[src/rtl/uart_pkg.sv]
// Shared types and constants for the UART receive path and barcode frame assembler.
package uart_pkg;

  typedef enum logic [2:0] {
    RX_IDLE,
    RX_START,
    RX_DATA,
    RX_STOP,
    RX_DONE
  } rx_state_e;

  localparam logic [7:0] ASCII_CR = 8'h0D;
  localparam logic [7:0] ASCII_LF = 8'h0A;
  localparam logic [7:0] ASCII_0  = 8'h30;
  localparam logic [7:0] ASCII_9  = 8'h39;

  typedef logic [12:0][3:0] scan_t;

  // Running EAN-13 checksum step: add d (or 3*d) and fold back into 0..9.
  // The sum never exceeds 9+27=36, so one of three subtractions is enough.
  function automatic logic [3:0] sum_mod10(input logic [3:0] s, input logic [3:0] d,
                                           input logic w3);
    logic [5:0] t;
    t = {2'b00, s} + (w3 ? 6'(d) * 6'd3 : 6'(d));
    if (t >= 6'd30)      t = t - 6'd30;
    else if (t >= 6'd20) t = t - 6'd20;
    else if (t >= 6'd10) t = t - 6'd10;
    return t[3:0];
  endfunction

endpackage

[src/rtl/uart_rx_byte.sv]
// 8N1 byte receiver: 2-FF synchroniser, start-bit glitch filter, centre sampling.
module uart_rx_byte
  import uart_pkg::*;
#(
  parameter int CLK_FRE   = 50,
  parameter int UART_RATE = 115200
) (
  input  logic       clk,
  input  logic       rst_n,
  input  logic       uart_rx,
  output logic [7:0] rx_byte,
  output logic       rx_valid
);

  localparam int          CYCLE     = CLK_FRE * 1_000_000 / UART_RATE;
  localparam logic [15:0] HALF_LAST = 16'(CYCLE / 2 - 1);
  localparam logic [15:0] BIT_LAST  = 16'(CYCLE - 1);

  logic        rx_meta_q, rx_sync_q;
  logic [1:0]  fill_q;
  logic        hi_q;
  logic        fall;
  rx_state_e   state_q, state_d;
  logic [15:0] cnt_q, cnt_d;
  logic [2:0]  bit_q, bit_d;
  logic [7:0]  shift_q, shift_d;

  // Synchroniser plus a "line was really high" flag. fill_q masks the reset
  // value of the synchroniser so a line held low across reset release is not
  // mistaken for a falling edge.
  always_ff @(posedge clk) begin
    if (!rst_n) begin
      rx_meta_q <= 1'b1;
      rx_sync_q <= 1'b1;
      fill_q    <= 2'b00;
      hi_q      <= 1'b0;
    end else begin
      rx_meta_q <= uart_rx;
      rx_sync_q <= rx_meta_q;
      fill_q    <= {fill_q[0], 1'b1};
      hi_q      <= fill_q[1] & rx_sync_q;
    end
  end

  assign fall = hi_q & ~rx_sync_q;

  // Receiver state, bit timer, bit index and shift register.
  always_ff @(posedge clk) begin
    if (!rst_n) begin
      state_q <= RX_IDLE;
      cnt_q   <= '0;
      bit_q   <= '0;
      shift_q <= '0;
    end else begin
      state_q <= state_d;
      cnt_q   <= cnt_d;
      bit_q   <= bit_d;
      shift_q <= shift_d;
    end
  end

  // Next-state: start bit checked at half a bit, data and stop at bit centres.
  always_comb begin
    state_d = state_q;
    cnt_d   = cnt_q + 16'd1;
    bit_d   = bit_q;
    shift_d = shift_q;
    case (state_q)
      RX_IDLE: begin
        cnt_d = '0;
        if (fall) state_d = RX_START;
      end
      RX_START: begin
        if (cnt_q == HALF_LAST) begin
          cnt_d   = '0;
          bit_d   = '0;
          state_d = rx_sync_q ? RX_IDLE : RX_DATA;
        end
      end
      RX_DATA: begin
        if (cnt_q == BIT_LAST) begin
          cnt_d   = '0;
          shift_d = {rx_sync_q, shift_q[7:1]};
          bit_d   = bit_q + 3'd1;
          if (bit_q == 3'd7) state_d = RX_STOP;
        end
      end
      RX_STOP: begin
        if (cnt_q == BIT_LAST) begin
          cnt_d   = '0;
          state_d = rx_sync_q ? RX_DONE : RX_IDLE;
        end
      end
      RX_DONE: begin
        cnt_d   = '0;
        state_d = RX_IDLE;
      end
      default: begin
        cnt_d   = '0;
        state_d = RX_IDLE;
      end
    endcase
  end

  assign rx_valid = (state_q == RX_DONE);
  assign rx_byte  = shift_q;

endmodule

[src/rtl/uart_rx_scan.sv]
// Assembles ASCII digit lines from the UART into a checked EAN-13 code.
module uart_rx_scan
  import uart_pkg::*;
#(
  parameter int CLK_FRE   = 50,
  parameter int UART_RATE = 115200,
  parameter int DIGITS    = 13
) (
  input  logic  clk,
  input  logic  rst_n,
  input  logic  uart_rx,
  output scan_t scan_data,
  output logic  scan_valid,
  output logic  scan_err
);

  localparam logic [3:0] NDIG = 4'(DIGITS);

  logic [7:0] rx_byte;
  logic       rx_valid;
  logic       is_digit, is_term;

  logic [3:0] cnt_q, cnt_d;
  logic       bad_q, bad_d;
  logic [3:0] sum_q, sum_d;
  scan_t      stage_q, stage_d;
  scan_t      data_q, data_d;
  logic       valid_q, valid_d;
  logic       err_q, err_d;

  uart_rx_byte #(
    .CLK_FRE  (CLK_FRE),
    .UART_RATE(UART_RATE)
  ) u_rx (
    .clk     (clk),
    .rst_n   (rst_n),
    .uart_rx (uart_rx),
    .rx_byte (rx_byte),
    .rx_valid(rx_valid)
  );

  assign is_digit = (rx_byte >= ASCII_0) && (rx_byte <= ASCII_9);
  assign is_term  = (rx_byte == ASCII_CR) || (rx_byte == ASCII_LF);

  // Frame assembler: one action per received byte; terminators close a line.
  always_comb begin
    cnt_d   = cnt_q;
    bad_d   = bad_q;
    sum_d   = sum_q;
    stage_d = stage_q;
    data_d  = data_q;
    valid_d = 1'b0;
    err_d   = 1'b0;
    if (rx_valid) begin
      if (is_term) begin
        // Empty clean line (or LF after CR) is silently dropped.
        if (!(cnt_q == 4'd0 && !bad_q)) begin
          if (cnt_q == NDIG && !bad_q && sum_q == 4'd0) begin
            data_d  = stage_q;
            valid_d = 1'b1;
          end else begin
            err_d = 1'b1;
          end
        end
        cnt_d = '0;
        bad_d = 1'b0;
        sum_d = '0;
      end else if (is_digit) begin
        if (cnt_q < NDIG) begin
          stage_d = {stage_q[11:0], rx_byte[3:0]};
          cnt_d   = cnt_q + 4'd1;
          // cnt_q odd means an even 1-based position, weighted by 3.
          sum_d   = sum_mod10(sum_q, rx_byte[3:0], cnt_q[0]);
        end else begin
          bad_d = 1'b1;
        end
      end else begin
        bad_d = 1'b1;
      end
    end
  end

  // Assembler and output registers.
  always_ff @(posedge clk) begin
    if (!rst_n) begin
      cnt_q   <= '0;
      bad_q   <= 1'b0;
      sum_q   <= '0;
      stage_q <= '0;
      data_q  <= '0;
      valid_q <= 1'b0;
      err_q   <= 1'b0;
    end else begin
      cnt_q   <= cnt_d;
      bad_q   <= bad_d;
      sum_q   <= sum_d;
      stage_q <= stage_d;
      data_q  <= data_d;
      valid_q <= valid_d;
      err_q   <= err_d;
    end
  end

  assign scan_data  = data_q;
  assign scan_valid = valid_q;
  assign scan_err   = err_q;

endmodule

[config.mk]
export PLATFORM = sky130hd
export DESIGN_NAME = uart_rx_scan
export DESIGN_NICKNAME = d
export VERILOG_FILES = /design/src/rtl/uart_pkg.sv /design/src/rtl/uart_rx_byte.sv /design/src/rtl/uart_rx_scan.sv
export SDC_FILE = /design/constraint.sdc
export NUM_CORES = 1
export LEC_CHECK = 0
export CAP_MARGIN = 40
export CORE_MARGIN = 1.5
export CORE_UTILIZATION = 58
export CTS_CLUSTER_SIZE = 20
export DETAILED_ROUTE_END_ITERATION = 6
export PLACE_DENSITY = 0.82
export SLEW_MARGIN = 20
export SYNTH_ARGS = -nofsm -noshare
export SYNTH_HDL_FRONTEND = slang
export SYNTH_SLANG_ARGS = --single-unit
[constraint.sdc]
create_clock -name clk -period 5.1 [get_ports clk]
set_clock_uncertainty 0.2 [all_clocks]
set_input_delay 0.51 -clock clk [delete_from_list [all_inputs] [get_ports clk]]
set_output_delay 0.51 -clock clk [all_outputs]
set_load 0.005 [all_outputs]
* After elaboration in Yosys (flattened, before gate mapping) *
Cells that the tools add are included.

storage, ports and cells
  flip-flop bits (word level) = 150
  output and inout port bits = 54
  input bits = 3

operators by class
  equal/unequal tests = 16
  reduce and logical (&&, ||, !) cells = 21
  add/sub/neg operators = 7
  $lt $le $gt $ge = 6
  bitwise logic cells = 7
  multiply operators = 1
  multiplexer cells = 30

operators with widths
  operator                                                            count
  two-way mux 4 bit                                                   9
  two-way mux 16 bit                                                  2
  one-hot mux 16 bit (2 select lines)                                 1
  two-way mux 3 bit                                                   8
  adder 16 x 1 -> 16 bit (second input constant)                      1
  equality test 16 x 8 -> 1 bit (second input constant)               1
  equality test 16 x 9 -> 1 bit (second input constant)               1
  equality test 8 x 4 -> 1 bit (second input constant)                2
  greater-or-equal comparator 6 x 5 -> 1 bit (second input constant)  2
  one-hot mux 3 bit (4 select lines)                                  1
  inequality test 2 x 1 -> 1 bit (second input constant)              5
  greater-or-equal comparator 8 x 6 -> 1 bit (second input constant)  1
  less-or-equal comparator 8 x 6 -> 1 bit (second input constant)     1
  zero test 4 bit                                                     2
  AND reduction 4 bit                                                 2
  subtractor 4 bit (second input constant)                            2
  adder 4 x 6 -> 6 bit                                                1
  equality test 3 x 2 -> 1 bit (second input constant)                2
  equality test 3 bit (second input constant)                         2
  greater-or-equal comparator 6 x 4 -> 1 bit (second input constant)  1
  multiplier 4 x 2 -> 6 bit (second input constant)                   1
  two-way mux 1 bit                                                   6
  two-way mux 6 bit                                                   1
  one-hot mux 3 bit (2 select lines)                                  1
  other kinds (20)                                                    32

* Logic depth before layout (Yosys ltp) *
  depth after elaboration = 10
  depth in mapped cells = 16
  depth with buffers taken out = 16

* Modules after synthesis *
From an unflattened synthesis, not the netlist that was laid out.

second synthesis, totals
  cell total of the unflattened synthesis = 779
  area total of the unflattened synthesis = 6640.1 µm²

modules (own cells, without submodules)
  module        times used  sequential area each (µm²)  cells each  area an instance (µm²)
  uart_rx_scan  1           2302.2                      620         5141.2
  uart_rx_byte  1           700.7                       159         1498.9

* Worst setup path before layout *
Ideal clock, no wire load.

  kind = reg2reg
  from = register u_rx.shift_q[1] (netlist: u_rx.rx_byte[1])
  to = register sum_q[1]
  clock period less this slack = 3657 ps
  library setup time = 117 ps
  slack = 1443 ps
  stages on the path, launching flop included = 15
  data arrival time = 3340 ps
  path buffers = 0
  path through = dfxtp_1 -> ha_1 -> inv_1 -> fa_1 -> a21oi_1 -> ha_1 -> xnor2_1 -> ha_1 -> nand2b_1 -> a2111oi_0 -> nor3_1 -> nor3_2 -> o21bai_1 -> a22o_1 -> a32o_1

between the ends
  word-level cells in the longest chain between the ends = 10
  elaborated cells between the ends (all ways) = 24
  those cells by class = add/sub: 4; mul: 1; order compare: 5; eq/ne: 2; mux: 7; reduce/logical: 5

ends and longest elaborated chain
  what                                                                            RTL line            source
  from (decl)                                                                     uart_rx_byte.sv:26  logic [7:0] shift_q, shift_d;
  from (signal assigned)                                                          uart_rx_byte.sv:58  shift_q <= shift_d;
  multiplier 4 x 2 -> 6 bit                                                       uart_pkg.sv:24      t = {2'b00, s} + (w3 ? 6'(d) * 6'd3 : 6'(d));
  two-way mux 6 bit                                                               uart_pkg.sv:24
  adder 4 x 6 -> 6 bit                                                            uart_pkg.sv:24
  greater-or-equal comparator 6 x 4 -> 1 bit or subtractor 4 bit (tied branches)  uart_pkg.sv:27      else if (t >= 6'd10) t = t - 6'd10;
  two-way mux 4 bit                                                               uart_pkg.sv:27
  two-way mux 4 bit                                                               uart_pkg.sv:26      else if (t >= 6'd20) t = t - 6'd20;
  two-way mux 4 bit                                                               uart_pkg.sv:25      if (t >= 6'd30) t = t - 6'd30;
  two-way mux 4 bit                                                               uart_rx_scan.sv:69  if (cnt_q < NDIG) begin
  two-way mux 4 bit                                                               uart_rx_scan.sv:68  end else if (is_digit) begin
  two-way mux 4 bit                                                               uart_rx_scan.sv:55  if (is_term) begin
  to (signal assigned)                                                            uart_rx_scan.sv:96  sum_q <= sum_d;
  to (decl)                                                                       uart_rx_scan.sv:25  logic [3:0] sum_q, sum_d;

Parallel ways exist; a longest one is shown, timed or not. The select of a mux whose other input is x is not followed.
A chain may end at the register's enable or synchronous reset.

* Worst setup path in the final report *
Same ends and word-level chain as after synthesis.

==> results.py <==
metrics = {
    "route": {
        "routedWlPerCell_um": 14.3,
        "first_pass_iters": 5,
        "via_per_inst": 5.54,
        "drc": 0,
        "via_count": 5367,
        "drt-total-wl_um": 13900,
        "first_iter_violations": 342,
        "antenna_left": 0,
    },
    "critical_path": {
        "critPathCaptureType": "register",
        "cp_top_family": "adder cells",
        "critPathBufInv": 1,
        "crit_fanout": 7,
        "max_stage_delay_ns": 0.52,
        "r2r-end": "sum_q[1]",
        "cpMaxStageDelayCell": "xnor2_1",
        "crit_top_cell": "ha_1",
        "r2r_setup_slack_ns": 0.96,
        "cp_cell_sequence": "ha_1 -> inv_1 -> fa_1 -> a21oi_1 -> ha_1 -> xnor2_1 -> ha_1 -> nand2b_1 -> a2111oi_0 -> nor3_1 -> nor3_2 -> o21bai_1 -> a22o_1 -> a32o_1",
        "critPathLaunchType": "register",
        "rr_worst_depth": 14,
        "cp_data_arrival_time_ns": 4.25,
        "worstSetupPathType": "register to register",
        "cp.required_ns": 5.21,
        "r2r-start": "u_rx.rx_byte[1]",
    },
    "global_route": {
        "grt_overflow": 0,
        "grt_usage": 0.250,
        "grt_first_pass_wirelength_um": 23600,
        "grt_max_degree": 83,
        "antenna_found_initial": 0,
        "grt_pass1_vias": 5126,
    },
    "floorplanning": {
        "die_x_um": 110,
        "die_area_um2": 12100,
        "fp.coreArea_um2": 11000,
        "ios": 57,
        "start_util": 0.605,
        "rows": 38,
        "die_h_um": 110,
    },
    "layout": {
        "diodes": 0,
        "instances_no_fill": 969,
        "drive_above_1_share": 0.0603,
        "nets": 853,
        "nFillCells": 828,
        "area_growth_pct": 19.0,
    },
    "power_and_ir_drop": {
        "p_int_mw": 2.02,
        "p_comb_frac": 0.023,
        "seq_power_share": 0.471,
        "p_clk_frac": 0.506,
        "p_per_area_nw_per_um2": 318,
        "swShare": 0.196,
        "ir_drop_mv": 0.206,
        "p_sw_uw": 492,
        "p_leak_nw": 2.71,
    },
    "cts": {
        "htreeDepth": 4,
        "ctsRootBufferMaster": "clkbuf_16",
        "cts_tree": "done",
        "ctsResizeCount": 0,
        "postCtsSetupRepairBufs": 0,
        "cts_buffer_depth": 2,
        "ctsHoldBuffers": 0,
        "cts.sinks": 150,
        "clk_pin_slew_worst_paths_ns": 0.06,
        "cts_made_buffers": 17,
        "clock_latency_ns": 0.42,
    },
    "timing": {
        "slew_headroom": 0.575,
        "timing.final.crit_share": 0.812,
        "setup_violations": 0,
        "timing.final.hold_violations": 0,
        "worstMarginPinSlew_ns": 0.629,
        "fmax_ghz": 0.242,
        "period_minus_slack_ns": 4.14,
        "fin_setup_tns_ns": 0,
        "drv_slew": 0,
        "rsz0062_at_grt": "false",
    },
    "yosys": {
        "synth_fp_nets": 816,
        "synthArstFlopShare": 0,
        "synth_flop_cell": "dfxtp_1",
        "syn_area_per_cell_um2": 8.53,
        "syn_inst": 779,
        "synth.area.top_cells": "dfxtp_1 45%, nand2_1 13%, a21boi_0 12%, ha_1 6.0%, nor2_1 2.1%",
        "ys.warnings.count": 0,
        "synth_top_cell_area_share": 0.452,
        "seq_area_frac_synth": 0.452,
        "synthMostInstantiatedCell": "nand2_1",
        "synth-edff-count": 0,
        "ys_ff_latch": 150,
        "synth_common_cells": "238 x nand2_1, 150 x dfxtp_1, 108 x a21boi_0",
        "synth_area_um2": 6640,
        "synth.distinct_cells": 55,
        "synth_top_area_cell": "dfxtp_1",
    },
    "placed_design": {
        "io_buffers": 56,
        "hpwl_um": 9290,
        "dp.cells": 937,
        "gp_congestion": 0.828,
    },
    "job": {
        "drv_cap": 0,
    },
    "hold_path": {
        "hold_start": "u_rx.rx_meta_q",
        "hold_class": "register to register",
        "hold_depth": 1,
        "min_to": "u_rx.rx_sync_q",
    },
    "run_status": {
        "status": "finished, final reports clean",
    },
}
[layout by cell type, fill, tap and decap left out, types with 7 or more instances in the layout]
cell,netlist,final
nand3_1,10,10
inv_1,19,19
nand2b_1,8,8
clkbuf_16,0,17
ha_1,32,32
nand2_1,238,237
xnor2_1,10,10
nand4_1,7,7
a21oi_1,9,9
o21ai_0,12,12
mux2i_1,8,8
clkdlybuf4s50_1,0,55
xor2_1,11,11
nor2_1,38,37
a21boi_0,108,108
nor2b_1,9,9
dfxtp_1,150,150
[logic make-up after synthesis]
kind of cell / count (synthesis) / share of synthesized area
adder cells (fa/ha/maj): 34 / 0.0663
XOR/XNOR: 21 / 0.0277
buffers and inverters: 63 / 0.0401
AO/OA/AOI/OAI: 158 / 0.176
flip-flops: 150 / 0.452
multiplexers: 8 / 0.0121
AND/OR/NAND/NOR: 345 / 0.226
[power by group through the flow]
stage | clock (mW) | combinational [mW] | sequential (mW)
5_1_grt | 1.35 | 0.0649 | 1.18
4_1_cts | 1.29 | 0.0593 | 1.18
6_report | 1.27 | 0.0590 | 1.18
3_3_place_gp | 0 | 0.0541 | 1.21
3_5_place_dp | 0 | 0.0580 | 1.21
2_1_floorplan | 0 | 0.0530 | 1.20
[worst max path at each step]
stage / startpoint / to / slack [ns] / cells past startpoint
global placement: u_rx.rx_byte[1] / sum_q[1] / 1.22 / 14
global route: u_rx.rx_byte[1] / sum_q[1] / 0.64 / 14
CTS: u_rx.rx_byte[1] / sum_q[1] / 0.95 / 15
detailed placement: u_rx.rx_byte[1] / sum_q[1] / 0.98 / 14
finish: u_rx.rx_byte[1] / sum_q[1] / 0.96 / 14
floorplan: u_rx.rx_byte[1] / sum_q[1] / 1.44 / 14
[routing by layer]
layer,track usage,part of all wire,vias up
met5,0,0,-
met4,0.0955,0.013,0
met3,0.0676,0.042,18
met2,0.429,0.50,127
met1,0.297,0.44,2565
li1,-,-,2657
[worst reg2reg max path: stages, from the launching register on]
cell and delay [ns]:
dfxtp_1 0.43, ha_1 0.20, inv_1 0.05, fa_1 0.48, a21oi_1 0.07, ha_1 0.37
xnor2_1 0.52, ha_1 0.25, nand2b_1 0.09, a2111oi_0 0.40, nor3_1 0.16, nor3_2 0.25
o21bai_1 0.12, a22o_1 0.19, a32o_1 0.25
[area by class of cell]
class | instances | area (um^2) | area share
Multi-Input combinational cell | 566 | 3380 | 0.428
Sequential cell | 150 | 3000 | 0.380
Timing Repair Buffer | 62 | 661 | 0.0836
Clock buffer | 23 | 488 | 0.0617
Tap cell | 140 | 175 | 0.0222
Clock inverter | 9 | 123 | 0.0155
Inverter | 19 | 71.3 | 0.00902
[through the flow]
stage               hold WS [ns]  power [mW]  worst slack, ns  instance area [um^2]   util
floorplan                  0.186        1.26             1.44                  6640      -
global placement           0.209        1.26             1.22                  7210  0.656
detailed placement         0.198        1.27            0.979                  7290  0.664
CTS                        0.218        2.53            0.948                  7910  0.720
global route               0.258        2.60            0.639                  7910  0.720
finish                     0.212        2.51            0.961                  7910  0.720
[state kept, by name, summed over array words and instances (netlist names), 3 cells and up]
signal	cells
cnt_q	4
scan_data	52
stage_q	52
sum_q	4
u_rx.bit_q	3
u_rx.cnt_q	16
u_rx.rx_byte	8
u_rx.state_q	3
Power figures use the tool's default switching activity.
